**config.mk**
```make
export PLATFORM = sky130hd
export DESIGN_NAME = padded_pixel_streamer
export DESIGN_NICKNAME = d
export VERILOG_FILES = /design/src/rtl/padded_pixel_streamer_pkg.sv /design/src/rtl/padded_pixel_streamer_coord.sv /design/src/rtl/padded_pixel_streamer.sv
export SDC_FILE = /design/constraint.sdc
export NUM_CORES = 1
export LEC_CHECK = 0
export BUFFER_PORTS_ARGS = -buffer_cell sky130_fd_sc_hd__buf_2
export CORE_ASPECT_RATIO = 1.75
export CORE_UTILIZATION = 45
export DETAILED_ROUTE_END_ITERATION = 6
export GPL_TIMING_DRIVEN = 0
export PLACE_DENSITY = 0.65
export SYNTH_ARGS = -nofsm -noshare
export SYNTH_HDL_FRONTEND = slang
export SYNTH_SLANG_ARGS = --single-unit
```
**constraint.sdc**
```tcl
create_clock -name clk -period 4.4 [get_ports clk]
set_input_delay 0.88 -clock clk [delete_from_list [all_inputs] [get_ports clk]]
set_output_delay 0.88 -clock clk [all_outputs]
set_load 0.01 [all_outputs]
```
**src/rtl/padded_pixel_streamer_pkg.sv**
```systemverilog
// Shared geometry helpers, default frame dimensions and FSM encoding for the
// padded pixel streamer.
package padded_pixel_streamer_pkg;

   typedef enum logic [1:0] {
      IDLE   = 2'd0,
      STREAM = 2'd1,
      DONE   = 2'd2
   } state_e;

   // Padded extent of one image dimension: the border is added on both sides.
   function automatic int padded_dim(input int dim, input int pad);
      return dim + 2 * pad;
   endfunction

   localparam int DEF_IMG_W = 480;
   localparam int DEF_IMG_H = 480;
   localparam int DEF_PAD   = 1;
   localparam int DEF_PW    = padded_dim(DEF_IMG_W, DEF_PAD);
   localparam int DEF_PH    = padded_dim(DEF_IMG_H, DEF_PAD);

endpackage

```
**src/rtl/padded_pixel_streamer_coord.sv**
```systemverilog
// Row/column walker over the padded frame. Flags whether the current
// coordinate lies inside the unpadded image and whether it is the final pixel.
module pad_coord_counter
   import padded_pixel_streamer_pkg::*;
#(
   parameter int IMG_W = DEF_IMG_W,
   parameter int IMG_H = DEF_IMG_H,
   parameter int PAD   = DEF_PAD
) (
   input  logic clk,
   input  logic rst_n,
   input  logic clr,
   input  logic en,
   output logic interior,
   output logic last_pix
);

   localparam int PW = padded_dim(IMG_W, PAD);
   localparam int PH = padded_dim(IMG_H, PAD);
   localparam int CW = $clog2(PW);
   localparam int RW = $clog2(PH);

   localparam logic [CW-1:0] COL_LO   = CW'(PAD);
   localparam logic [CW-1:0] COL_HI   = CW'(PAD + IMG_W);
   localparam logic [CW-1:0] COL_LAST = CW'(PW - 1);
   localparam logic [RW-1:0] ROW_LO   = RW'(PAD);
   localparam logic [RW-1:0] ROW_HI   = RW'(PAD + IMG_H);
   localparam logic [RW-1:0] ROW_LAST = RW'(PH - 1);

   logic [CW-1:0] col_q, col_d;
   logic [RW-1:0] row_q, row_d;

   // Next coordinate: column wraps into the next row; the row wraps after the
   // final line so the walker is back at the origin when a frame ends.
   always_comb begin
      col_d = col_q;
      row_d = row_q;
      if (clr) begin
         col_d = '0;
         row_d = '0;
      end else if (en) begin
         if (col_q == COL_LAST) begin
            col_d = '0;
            row_d = (row_q == ROW_LAST) ? '0 : row_q + RW'(1);
         end else begin
            col_d = col_q + CW'(1);
         end
      end
   end

   // Coordinate registers.
   always_ff @(posedge clk or negedge rst_n) begin
      if (!rst_n) begin
         col_q <= '0;
         row_q <= '0;
      end else begin
         col_q <= col_d;
         row_q <= row_d;
      end
   end

   assign interior = (row_q >= ROW_LO) && (row_q < ROW_HI) &&
                     (col_q >= COL_LO) && (col_q < COL_HI);
   assign last_pix = (row_q == ROW_LAST) && (col_q == COL_LAST);

endmodule

```
**src/rtl/padded_pixel_streamer.sv**
```systemverilog
// Streams an IMG_W x IMG_H feature map out of a synchronous BRAM as a
// row-major pixel stream surrounded by a PAD-wide zero border.
//
// state  | meaning
// -------+----------------------------------------------------------------
// IDLE   | waiting for start; outputs quiet
// STREAM | issuing one padded coordinate per unstalled cycle
// DONE   | last pixel emerging on dout; done pulses on the way back to IDLE
module padded_pixel_streamer
   import padded_pixel_streamer_pkg::*;
#(
   parameter int WIDTH  = 8,
   parameter int IMG_W  = DEF_IMG_W,
   parameter int IMG_H  = DEF_IMG_H,
   parameter int PAD    = DEF_PAD,
   parameter int ADDR_W = 18
) (
   input  logic              clk,
   input  logic              rst_n,
   input  logic              start,
   input  logic              stall,
   output logic              mem_rd_en,
   output logic [ADDR_W-1:0] mem_addr,
   input  logic [WIDTH-1:0]  mem_rdata,
   output logic [WIDTH-1:0]  dout,
   output logic              valid_out,
   output logic              busy,
   output logic              done
);

   state_e            state_q, state_d;
   logic [ADDR_W-1:0] addr_cnt_q, addr_cnt_d;
   logic [ADDR_W-1:0] addr_hold_q, addr_hold_d;
   logic              valid_q, valid_d;
   logic              pix_int_q, pix_int_d;
   logic              done_q, done_d;
   logic              clr;
   logic              issue;
   logic              rd;
   logic              interior;
   logic              last_pix;

   pad_coord_counter #(
      .IMG_W (IMG_W),
      .IMG_H (IMG_H),
      .PAD   (PAD)
   ) u_coord (
      .clk      (clk),
      .rst_n    (rst_n),
      .clr      (clr),
      .en       (issue),
      .interior (interior),
      .last_pix (last_pix)
   );

   // Next-state logic. The cycle carrying done is already IDLE, so start is
   // masked by done_q to keep a start coincident with done from launching.
   always_comb begin
      state_d = state_q;
      clr     = 1'b0;
      issue   = 1'b0;
      case (state_q)
         IDLE: begin
            if (start && !done_q) begin
               state_d = STREAM;
               clr     = 1'b1;
            end
         end
         STREAM: begin
            issue = !stall;
            if (issue && last_pix) begin
               state_d = DONE;
            end
         end
         DONE: begin
            state_d = IDLE;
         end
         default: begin
            state_d = IDLE;
         end
      endcase
   end

   assign rd = issue && interior;

   // Address generation and output-stage flags. addr_hold keeps mem_addr
   // steady across border pixels and stalls.
   always_comb begin
      addr_cnt_d  = addr_cnt_q;
      addr_hold_d = addr_hold_q;
      if (clr) begin
         addr_cnt_d = '0;
      end else if (rd) begin
         addr_cnt_d  = addr_cnt_q + ADDR_W'(1);
         addr_hold_d = addr_cnt_q;
      end
      valid_d   = issue;
      pix_int_d = rd;
      done_d    = (state_q == DONE);
   end

   // State, address and output-stage registers.
   always_ff @(posedge clk or negedge rst_n) begin
      if (!rst_n) begin
         state_q     <= IDLE;
         addr_cnt_q  <= '0;
         addr_hold_q <= '0;
         valid_q     <= 1'b0;
         pix_int_q   <= 1'b0;
         done_q      <= 1'b0;
      end else begin
         state_q     <= state_d;
         addr_cnt_q  <= addr_cnt_d;
         addr_hold_q <= addr_hold_d;
         valid_q     <= valid_d;
         pix_int_q   <= pix_int_d;
         done_q      <= done_d;
      end
   end

   assign mem_rd_en = rd;
   assign mem_addr  = rd ? addr_cnt_q : addr_hold_q;
   assign dout      = pix_int_q ? mem_rdata : '0;
   assign valid_out = valid_q;
   assign busy      = (state_q != IDLE);
   assign done      = done_q;

endmodule

```
-- Word-level counts from Yosys, hierarchy flattened
Cells that the tools add are included.
W data, S select, Z words.
- $lt $le $gt $ge: 4
- equality and inequality tests: 6
- reduce and logical (&&, ||, !) cells: 16
- $add $sub $neg: 3
- muxes and demuxes: 17
- operators with widths (operator ; number):
    $mux W9 ; 7
    $mux W18 ; 3
    $add A18 B1 Y18 const B ; 1
    $add A9 B1 Y9 const B ; 2
    $eq A9 B9 Y1 const B ; 2
    $ge A9 B1 Y1 const B ; 2
    $lt A9 B9 Y1 const B ; 2
    $mux W8 ; 1
    $reduce_bool A2 Y1 ; 4
    $logic_and A1 B1 Y1 ; 7
    $mux W2 ; 2
    $ne A2 B2 Y1 const B ; 2
    $pmux W2 S2 ; 1
    $reduce_and A2 Y1 ; 2
    $mux W1 ; 3
    $eq A2 B1 Y1 const B ; 1
    $eq A2 B2 Y1 const B ; 1
    $logic_not A1 Y1 ; 2
    $logic_not A2 Y1 ; 1
- register bits after elaboration: 59
- output and inout port bits: 30

-- Logic depth before layout (Yosys ltp)
Gate-level depths: netlist of run 1.
- depth in word-level cells: 7
- depth in mapped cells: 10
- mapped depth without buffers: 8

-- By module
Synthesis of run 1 repeated with hierarchy kept, for this count alone.
- cells, all modules: 337
- area total of the unflattened synthesis: 3006.6 um^2
- by module, submodules not included (module ; cells an instance ; sequential area each (um^2) ; times used ; area an instance (um^2)):
    padded_pixel_streamer ; 211 ; 1026.0 ; 1 ; 1878.1
    pad_coord_counter ; 126 ; 450.4 ; 1 ; 1128.6

-- Worst setup path after synthesis of run 1
Ideal clock, no wire load.
- path type: input-to-output
- start point: input port stall
- end point: output port mem_addr[10]
- path buffers: 2
- data required time: 3.520 ns
- stages on the path: 6
- slack: 1.403 ns
- arrival time: 2.117 ns
- cell sequence: and2b_1 -> o311ai_2 -> or2_1 -> buf_6 -> buf_6 -> mux2_4
- word-level cells in the longest chain between the ends: 4
- ends and longest elaborated chain (element ; RTL line ; source):
    start, declared ; padded_pixel_streamer.sv:21 ; input logic stall,
    $logic_not A1 Y1 ; padded_pixel_streamer.sv:70 ; issue = !stall;
    $mux W1 ; padded_pixel_streamer.sv:62 ; case (state_q)
    $logic_and A1 B1 Y1 ; padded_pixel_streamer.sv:84 ; assign rd = issue && interior;
    $mux W18 ; -- ;
    end, declared ; padded_pixel_streamer.sv:23 ; output logic [ADDR_W-1:0] mem_addr,
No other way between the ends.

-- Final worst setup path of run 1
- start point: register u_coord.col_q[0]
- end point: output port mem_addr[10]
- word-level cells in the longest chain between the ends: 5
- ends and longest elaborated chain (element ; RTL line ; source):
    start, declared ; padded_pixel_streamer_coord.sv:30 ; logic [CW-1:0] col_q, col_d;
    start signal, assigned ; padded_pixel_streamer_coord.sv:57 ; col_q <= col_d;
    $ge A9 B1 Y1 ; padded_pixel_streamer_coord.sv:63 ; (col_q >= COL_LO) && (col_q < COL_HI);
    $logic_and A1 B1 Y1 ; padded_pixel_streamer_coord.sv:62 ; assign interior = (row_q >= ROW_LO) && (row_q < ROW_HI) &&
    $logic_and A1 B1 Y1 * ; padded_pixel_streamer_coord.sv:63 ;
    $logic_and A1 B1 Y1 * ; padded_pixel_streamer.sv:84 ;
    $mux W18 * ; -- ;
Mark *: on every way between the ends. The rest lies on a longest branch, timed or not.

==> flow_summary.ini, run 1 <==
[placement]
dpl_cell_area_sq_um = 3600
place_congestion = 0.856
portBuffers = 41
dp_cells = 433
hpwl_microns = 5090

[critical_path]
critPathMaxStageDelay_ns = 0.45
crit_path_start_kind = register
r2r-end = u_coord.row_q[8]$_DFFE_PN0P_
rrSetupSlack_ns = 1.82
rr_startpoint = state_q[0]$_DFFE_PN0P_
crit_chain = ha_1 > nor3_1 > nand2_1 > o311ai_2 > or2_1 > buf_6 > buf_6 > mux2_4 > buf_2
crit_arrival_ns = 2.81
reg2regPathDepth = 5
crit_slowest_cell = dfrtp_1
crit_path_frequent_cell = buf_6
cp.required_ns = 3.52
critPathBufInv = 3
end_kind = output port
cp_max_fo = 10
cp_top_family = buffers and inverters
crit_type = register to output port

[layout]
area_growth_pct = 20.5
final_area_sq_um = 3970
layout-drive-gt1-share_pct = 30.1
diodes = 0
fin_nets = 377
final-instance-count-excl-fill = 449

[power]
power.switching_mw = 0.556
vdd_drop_max_mv = 0.338
p_int_mw = 1.41
clkPwrFrac_pct = 42.6
p_per_area_nw_per_um2 = 496
leakagePower_nw = 1.82
seqPwrFrac_pct = 35.4
switching_share_pct = 28.2
comb_power_share_pct = 22.0

[timing]
setup_viol = 0
skew_ns = 0.00867
relSlewSlack_pct = 43.2
period_needed_ns = 3.69
finalMaxSlewViolations = 0
rsz0062_at_grt = no
final.setup.tns_ns = 0
timing.final.crit_share_pct = 83.8
worst_slew_pin_slew_ns = 0.852
hold_viol = 0
fmax_mhz = 271

[logic_synthesis]
synth_ff_type = dfrtp_1
synth_edf_count = 0
synth_area_sq_um = 3290
syn-num-nets = 325
ys_seq_area_share_pct = 44.8
synthCells = 308
yosys_warnings = 0
ys_types = 52
yosys_register_bits = 59
synth_area_per_cell_sq_um = 10.7
async_flop_share_pct = 100

[floorplan]
die_h_microns = 115
start_util_pct = 47.3
core_area_sq_um = 6960
rows = 40
ios = 42
die-area_sq_um = 7670
dieWidth_microns = 66.7

[clocking]
cts_buffers = 9
cts-hold-fix-buffers = 0
worstSkewPairLatency_ns = 0.34
clkSinkCount = 59
clk_pin_slew_ns = 0.06
cts_root_buffer = clkbuf_16
cts_resized = 0
cts_buffer_depth = 2
htree_levels = 3
cts_tree = yes
cts_setup_buffers = 0

[global_routing]
antenna_found_initial = 0
grt_max_degree = 60
grt_pass1_wl_microns = 12300
grt_usage_pct = 21.8
grt_pass1_vias = 2546
grt.overflow.total = 0

[hold_path]
min_path_cells = 1
min_delay_worst_endpoint = addr_hold_q[0]$_DFFE_PN0N_
hold_path_class = register to register
worstHoldStart = addr_hold_q[0]$_DFFE_PN0N_

[detailed_routing]
wl_per_cell_microns = 16.3
via_count = 2568
top_layer = met4
met3_length_microns = 217
via_per_inst = 5.72
drt-met1-wl_microns = 2870
antenna_left = 0
route.detailed.drc = 0
drt_iter0_drc = 157
route.met2.wl_microns = 4050
drt-total-wl_microns = 7310
firstDrtPassIters = 4

[status]
status = finished clean

[job]
cap_violations = 0
stage by stage:
step / power (mW) / hold slack [ns] / setup slack, ns / util, %
floorplan: 1.00 / 0.461 / 1.40 / -
global placement: 1.13 / 0.483 / 0.961 / 51.8
detailed placement: 1.14 / 0.492 / 0.946 / 51.8
CTS: 1.99 / 0.504 / 0.691 / 57.0
global route: 2.06 / 0.512 / 0.541 / 57.0
finish: 1.97 / 0.503 / 0.713 / 57.0
worst register-to-register path, stage by stage, from the launching register on:
cell     delay [ns]
dfrtp_1        0.43
nor4b_2        0.75
a21oi_1        0.38
nor2_2         0.47
a21oi_1        0.13
a211o_1        0.31
synthesized netlist by cell type, drive strengths merged, types with 2 or more instances:
cell | count | area, sq um
dfrtp | 59 | 1480
or4 | 12 | 90.1
nor2 | 17 | 66.3
or2 | 4 | 25.0
or3b | 2 | 17.5
nor3 | 6 | 30.0
nand4 | 8 | 50.1
nand3 | 12 | 60.1
ha | 5 | 62.6
and3 | 8 | 50.1
o31ai | 14 | 105
nor2b | 3 | 18.8
nor4 | 5 | 31.3
o21a | 2 | 15.0
xnor2 | 10 | 87.6
nand2 | 14 | 52.6
clkbuf | 8 | 31.3
o311ai | 2 | 25.0
and4 | 7 | 61.3
buf | 9 | 68.8
a211oi | 2 | 15.0
nor3b | 3 | 22.5
inv | 5 | 18.8
o211ai | 2 | 15.0
and2 | 10 | 62.6
mux2 | 35 | 450
a21oi | 16 | 83.8
or3 | 2 | 12.5
nor4b | 3 | 32.5
o21ai | 12 | 60.1
o31a | 2 | 17.5
flip-flops by register name, summed over array words and instances (netlist names):
| name | count |
|---|---|
| valid_out | 1 |
| done | 1 |
| addr_hold_q | 18 |
| state_q | 2 |
| addr_cnt_q | 18 |
| u_coord.row_q | 9 |
| u_coord.col_q | 9 |
| pix_int_q | 1 |
area by class of cell:
type | instances | area (sq um)
multi-input combinational | 227 | 1700
clock inverter | 4 | 95.1
sequential | 59 | 1480
timing repair buffer | 41 | 208
fill | 628 | 2990
clock buffer | 12 | 267
buffer | 17 | 100
inverter | 5 | 18.8
tap | 84 | 105
cell usage in the layout (no fill, tap or decap), types with 2 or more instances in the layout:
| cell type | n |
|---|---|
| and3_1 | 8 |
| nor2b_1 | 3 |
| and2_1 | 10 |
| nor4b_1 | 2 |
| buf_6 | 4 |
| nor3b_1 | 3 |
| nor4_1 | 5 |
| dfrtp_1 | 59 |
| clkbuf_16 | 9 |
| ha_1 | 5 |
| clkbuf_8 | 3 |
| and4_1 | 7 |
| nand4_1 | 8 |
| or4_1 | 12 |
| o31ai_1 | 14 |
| mux2_4 | 15 |
| a21oi_1 | 15 |
| or3_1 | 2 |
| mux2_2 | 20 |
| o31a_1 | 2 |
| nor3_1 | 6 |
| o21ai_0 | 11 |
| nand3_1 | 12 |
| or2_2 | 2 |
| buf_2 | 44 |
| a211oi_1 | 2 |
| inv_1 | 4 |
| xnor2_1 | 10 |
| or2_1 | 2 |
| o21a_1 | 2 |
| clkbuf_1 | 7 |
| nor2_1 | 16 |
| nand2_1 | 14 |
| bufinv_16 | 3 |
| o211ai_1 | 2 |
per-layer routing:
layer,global-route usage [%],vias up
met1,22.6,1256
met5,0,-
met2,39.9,45
met3,4.56,13
met4,11.2,0
li1,-,1254
power by group through the flow:
| stage | Sequential, mW | Clock (mW) | Combinational, mW |
|---|---|---|---|
| 5_1_grt | 0.711 | 0.871 | 0.483 |
| 3_3_place_gp | 0.700 | 0 | 0.427 |
| 2_1_floorplan | 0.682 | 0 | 0.322 |
| 4_1_cts | 0.697 | 0.853 | 0.438 |
| 3_5_place_dp | 0.706 | 0 | 0.435 |
| 6_report | 0.697 | 0.839 | 0.433 |
worst max-delay path by stage:
stage | from | to | slack (ns) | cells after the start
finish | u_coord.col_q[0]$_DFFE_PN0P_ | mem_addr[10] | 0.71 | 9
global route | u_coord.col_q[0]$_DFFE_PN0P_ | mem_addr[10] | 0.54 | 9
CTS | u_coord.col_q[0]$_DFFE_PN0P_ | mem_addr[10] | 0.69 | 9
detailed placement | stall | mem_addr[10] | 0.95 | 8
global placement | stall | mem_addr[10] | 0.96 | 8
floorplan | stall | mem_addr[10] | 1.40 | 6
logic make-up after synthesis:
| group | share of synthesized area, % |
|---|---|
| AOI/OAI and AO/OA | 11.4 |
| and+or+nand+nor | 21.3 |
| muxes | 14.0 |
| adders and majority gates | 1.90 |
| DFF | 44.8 |
| buffers and inverters | 3.61 |
| xor gates and xnor gates | 2.93 |
Note: power is estimated with default switching activity, not from simulation.
==> run 2: changes to the inputs <==
==> constraint.sdc (replaced) <==
create_clock -name clk -period 3.4 [get_ports clk]
set_input_delay 0.68 -clock clk [delete_from_list [all_inputs] [get_ports clk]]
set_output_delay 0.68 -clock clk [all_outputs]
set_load 0.01 [all_outputs]
==> run 2 against run 1 <==
  * Critical path depth fell by 1
  * Via count rose by 1.1%
  * Sequential power rose by 29%
  * Routed wire length barely moved
  * Die area did not move
  * Clock skew fell by 0.00093 ns
  * Combinational power rose by 36%
  * Setup slack got worse by 0.62 ns
  * Count of clock-buffer cells in the layout did not move
  * Power rose by 31%
  * Sequential share of layout area fell by 0.35 points
  * Cell count rose by 0.45%
  * Largest cell class unchanged
==> flow_summary.ini, run 2 (same netlist as run 1, synthesis figures left out) <==
[status]
status = finished clean

[detailed_routing]
drt-total-wl_microns = 7310
wl_per_cell_microns = 16.2
via_per_inst = 5.75
via_count = 2595
antenna_left = 0
drt_iter0_drc = 115
firstDrtPassIters = 4
route.detailed.drc = 0

[power]
comb_power_share_pct = 22.9
clkPwrFrac_pct = 42.2
seqPwrFrac_pct = 34.9
leakagePower_nw = 1.84
power.switching_mw = 0.726
p_per_area_nw_per_um2 = 642
switching_share_pct = 28.2
p_int_mw = 1.85
vdd_drop_max_mv = 0.455
p_total_mw = 2.57

[floorplan]
die-area_sq_um = 7670
start_util_pct = 47.3
dieWidth_microns = 66.7
ios = 42
core_area_sq_um = 6960
rows = 40
die_h_microns = 115

[critical_path]
crit_arrival_ns = 2.62
cp.required_ns = 2.72
end_kind = output port
crit_type = register to output port
worstSetupStartpoint = u_coord.col_q[4]$_DFFE_PN0P_
rr_startpoint = state_q[0]$_DFFE_PN0P_
crit_path_start_kind = register
cp_max_fo = 10

[clocking]
clkSinkCount = 59
clk_pin_slew_ns = 0.05
cts_buffers = 9
cts_tree = yes
htree_levels = 3
cts_buffer_depth = 2
cts_root_buffer = clkbuf_16
worstSkewPairLatency_ns = 0.34

[global_routing]
grt_max_degree = 60
antenna_found_initial = 0
grt_pass1_vias = 2561
grt_pass1_wl_microns = 12300
grt_usage_pct = 21.8
grt.overflow.total = 0

[timing]
period_needed_ns = 3.30
hold_viol = 0
hold_ws_ns = 0.409
rsz0062_at_grt = no
relSlewSlack_pct = 44.0
finalMaxSlewViolations = 0
worst_slew_pin_slew_ns = 0.840
fmax_mhz = 303
worst_slack_ns = 0.0966
skew_ns = 0.00774
timing.final.crit_share_pct = 97.2
setup_viol = 0
final.setup.tns_ns = 0

[job]
cap_violations = 0

[layout]
layout-drive-gt1-share_pct = 31.3
fillerInstances = 626
diodes = 0
layout_common_cells = dfrtp_1 (58), buf_2 (43), mux2_2 (20), nor2_1 (16)
multi_input_area_sq_um = 1710
area.sequential_sq_um = 1480
post-route-util_pct = 57.6
layout_commonest_cell = dfrtp_1
area_growth_pct = 21.7
fin_nets = 379
top_regs = addr_cnt_q x18, addr_hold_q x18

[placement]
hpwl_microns = 5090
dpl_worst_slack_ns = 0.247
place_congestion = 0.856
portBuffers = 41

[hold_path]
hold_path_class = input port to asynchronous set/reset pin
run 2: what timing repair did:
item	in CTS	in global routing
pin swaps	1	1
setup buffers	1	1
resized for setup	2	7
hold buffers	0	0
setup endpoints to repair	17	17
run 2: through the flow:
stage | instance area [sq um] | instances
after floorplan | 3290 | 308
after global placement | 3600 | 433
after global routing | 4010 | 451
final | 4010 | 451
after CTS | 3990 | 450
after detailed placement | 3600 | 433
run 2: layer usage:
| metal | up-vias | wire length, microns | track usage, % |
|---|---|---|---|
| met4 | 0 | 166 | 11.2 |
| li1 | 1257 | - | - |
| met1 | 1274 | 2820 | 22.5 |
| met2 | 51 | 4080 | 40.0 |
| met5 | - | 0 | 0 |
| met3 | 13 | 243 | 4.56 |
run 2: power by group through the flow:
stage	clock network, mW	registers, mW	logic, mW
floorplan	0	0.883	0.416
global placement	0	0.906	0.553
detailed placement	0	0.913	0.563
CTS	1.10	0.901	0.583
global route	1.13	0.916	0.657
finish	1.09	0.897	0.590
run 2: final timing paths:
| path | end | slack [ns] | cells after the start |
|---|---|---|---|
| worst max-delay path | mem_addr[10] | 0.1 | 8 |
| worst min-delay path | pix_int_q$_DFF_PN0_ | 0.41 | 1 |
| worst max register to register | u_coord.row_q[8]$_DFFE_PN0P_ | 0.84 | 5 |
| worst min register to register | addr_hold_q[0]$_DFFE_PN0N_ | 0.50 | 1 |
| max in group asynchronous | u_coord.col_q[0]$_DFFE_PN0P_ | 2.46 | 1 |
| min in group clk | addr_hold_q[0]$_DFFE_PN0N_ | 0.50 | 1 |
run 2: critical path: stages, from the launching register on:
cell      delay (ns)
dfrtp_1         0.41
or3_1           0.43
o21ai_1         0.25
o311ai_4        0.16
or2_1           0.27
buf_6           0.16
buf_8           0.16
mux2_4          0.30
buf_2           0.14
run 2: area by class of cell:
cell class	count	share of cell area, %
multi-input combinational	227	42.7
sequential	59	36.9
timing repair buffer	43	5.56
buffer	17	2.75
tap	84	2.62
inverter	5	0.468
clock inverter	4	2.37
clock buffer	12	6.65
==> run 3: changes to the inputs <==
--- a/config.mk
+++ b/config.mk
@@ -5,12 +5,13 @@
 export SDC_FILE = /design/constraint.sdc
 export NUM_CORES = 1
 export LEC_CHECK = 0
-export BUFFER_PORTS_ARGS = -buffer_cell sky130_fd_sc_hd__buf_2
 export CORE_ASPECT_RATIO = 1.75
 export CORE_UTILIZATION = 45
+export CTS_BUF_LIST = sky130_fd_sc_hd__clkbuf_2 sky130_fd_sc_hd__clkbuf_4 sky130_fd_sc_hd__clkbuf_8
 export DETAILED_ROUTE_END_ITERATION = 6
+export DONT_BUFFER_PORTS = 1
 export GPL_TIMING_DRIVEN = 0
-export PLACE_DENSITY = 0.65
+export PLACE_DENSITY = 0.6
 export SYNTH_ARGS = -nofsm -noshare
 export SYNTH_HDL_FRONTEND = slang
 export SYNTH_SLANG_ARGS = --single-unit
==> run 3 against run 2 <==
  * Combinational power down 11%
  * Utilization down 6.0 points
  * Sequential power about the same
  * Clock skew down 0.0027 ns
  * Critical path type unchanged
  * Largest cell class unchanged
  * Routed wire length down 3.5%
  * Hold slack worse by 0.38 ns
  * Final area down 10%
  * Highest routed layer unchanged
  * Die area unchanged
  * First-iteration DRC count up 25%
  * Via count down 5.9%
==> flow_summary.ini, run 3 (same netlist as run 1, synthesis figures left out) <==
[status]
status = finished clean

[floorplan]
core_area_sq_um = 6960
start_util_pct = 47.3
rows = 40
die_h_microns = 115
die-area_sq_um = 7670
dieWidth_microns = 66.7
ios = 42

[detailed_routing]
firstDrtPassIters = 4
route.detailed.drc = 0
drt-total-wl_microns = 7060
antenna_left = 0
wl_per_cell_microns = 17.3
via_count = 2441
via_per_inst = 6.00
drt_iter0_drc = 144

[global_routing]
antenna_found_initial = 0
grt_max_degree = 60
grt.overflow.total = 0
grt_use_met3_pct = 6.65
grt_pass1_vias = 2446
grt_pass1_wl_microns = 12000
gr-usage-met2_pct = 36.2
grt_usage_pct = 21.3
use_met1_pct = 23.5
grt_busiest_layer = met2

[clocking]
htree_levels = 3
cts_tree = yes
worstSkewPairLatency_ns = 0.35
cts_buffers = 9
cts_root_buffer = clkbuf_8
clk_pin_slew_ns = 0.06
cts_setup_buffers = 0
cts_buffer_depth = 2
clkSinkCount = 59

[timing]
timing.final.crit_share_pct = 95.3
worst_slew_pin_slew_ns = 0.865
skew_ns = 0.00503
hold_ws_ns = 0.0277
final.setup.tns_ns = 0
setup_viol = 0
finalMaxSlewViolations = 0
relSlewSlack_pct = 42.3
fmax_mhz = 309
hold_viol = 0
period_needed_ns = 3.24

[placement]
dp_cells = 392
dpl_cell_area_sq_um = 3400
place_congestion = 0.869
hpwl_microns = 4930
portBuffers = 0

[power]
leakagePower_nw = 1.55
vdd_drop_max_mv = 0.280
p_per_area_nw_per_um2 = 550

[critical_path]
cp_max_fo = 10
end_kind = output port
rrSetupSlack_ns = 0.91
rr_startpoint = state_q[0]$_DFFE_PN0P_
cp.required_ns = 2.72
crit_arrival_ns = 2.56
crit_type = register to output port
worstSetupStartpoint = u_coord.col_q[4]$_DFFE_PN0P_
crit_path_start_kind = register

[layout]
layout_commonest_cell = dfrtp_1
top_regs = addr_cnt_q x18, addr_hold_q x18
layout_common_cells = dfrtp_1 (59), mux2_2 (20), nor2_1 (16), mux2_4 (15), a21oi_1 (15)
final_area_sq_um = 3590
area_growth_pct = 9.12
final-instance-count-excl-fill = 407
fin_nets = 338
post-route-util_pct = 51.6
diodes = 0
layout-drive-gt1-share_pct = 21.1

[hold_path]
hold_path_class = input port to asynchronous set/reset pin

[job]
cap_violations = 0
run 3: cell types whose count changed in the layout (fill, tap and decap cells not counted), moves of 2 or more:
cell and change:
bufinv_16 -3, clkbuf_8 +7, buf_2 -39, dlygate4sd3_1 +2
buf_4 -3, clkbuf_16 -9
run 3: path summary, 6_finish.rpt:
check,to,cells after the start
max,mem_addr[7],7
min,addr_cnt_q[0]$_DFFE_PN0P_,0
max reg2reg,u_coord.row_q[8]$_DFFE_PN0P_,5
min reg2reg,addr_hold_q[0]$_DFFE_PN0N_,1
max in group asynchronous,addr_hold_q[14]$_DFFE_PN0N_,1
min in group clk,state_q[1]$_DFFE_PN0P_,1
run 3: what timing repair did:
action | CTS | global route
hold buffers | 0 | 2
gates resized for setup | 0 | 5
endpoints found under the setup margin | 0 | 17
endpoints found under the hold margin | 0 | 5
run 3: worst max-delay path, cell delays in order (launching register included):
cell      delay (ns)
dfrtp_1         0.41
or3_1           0.44
o21ai_1         0.24
o311ai_4        0.17
or2_1           0.28
buf_6           0.16
buf_6           0.17
mux2_4          0.33
run 3: metrics by stage:
| stage | power, mW | setup slack [ns] |
|---|---|---|
| 6_report | 1.97 | 0.160 |
| 5_1_grt | 2.11 | -0.00365 |
| 4_1_cts | 1.99 | 0.0377 |
| 3_5_place_dp | 1.43 | 0.423 |
| 3_3_place_gp | 1.41 | 0.433 |
| 2_1_floorplan | 1.30 | 0.716 |
run 3: area by class of cell:
type,count,area (sq um)
fill,625,3360
multi-input combinational,227,1710
sequential,59,1480
clock buffer,13,160
tap,84,105
buffer,17,101
timing repair buffer,2,20.0
inverter,5,18.8
run 3: power breakdown:
group	switching, mW	total (mW)	leakage, nW	internal [mW]
logic	0.294	0.524	0.672	0.229
clock network	0.255	0.552	0.0857	0.297
registers	0.102	0.899	0.788	0.797
run 3: routing by layer:
metal  vias to the layer above  part of all wire [%]
met4                         0                   2.3
met5                         -                     0
met1                      1193                    39
li1                       1174                     -
met3                        13                   3.8
met2                        61                    55
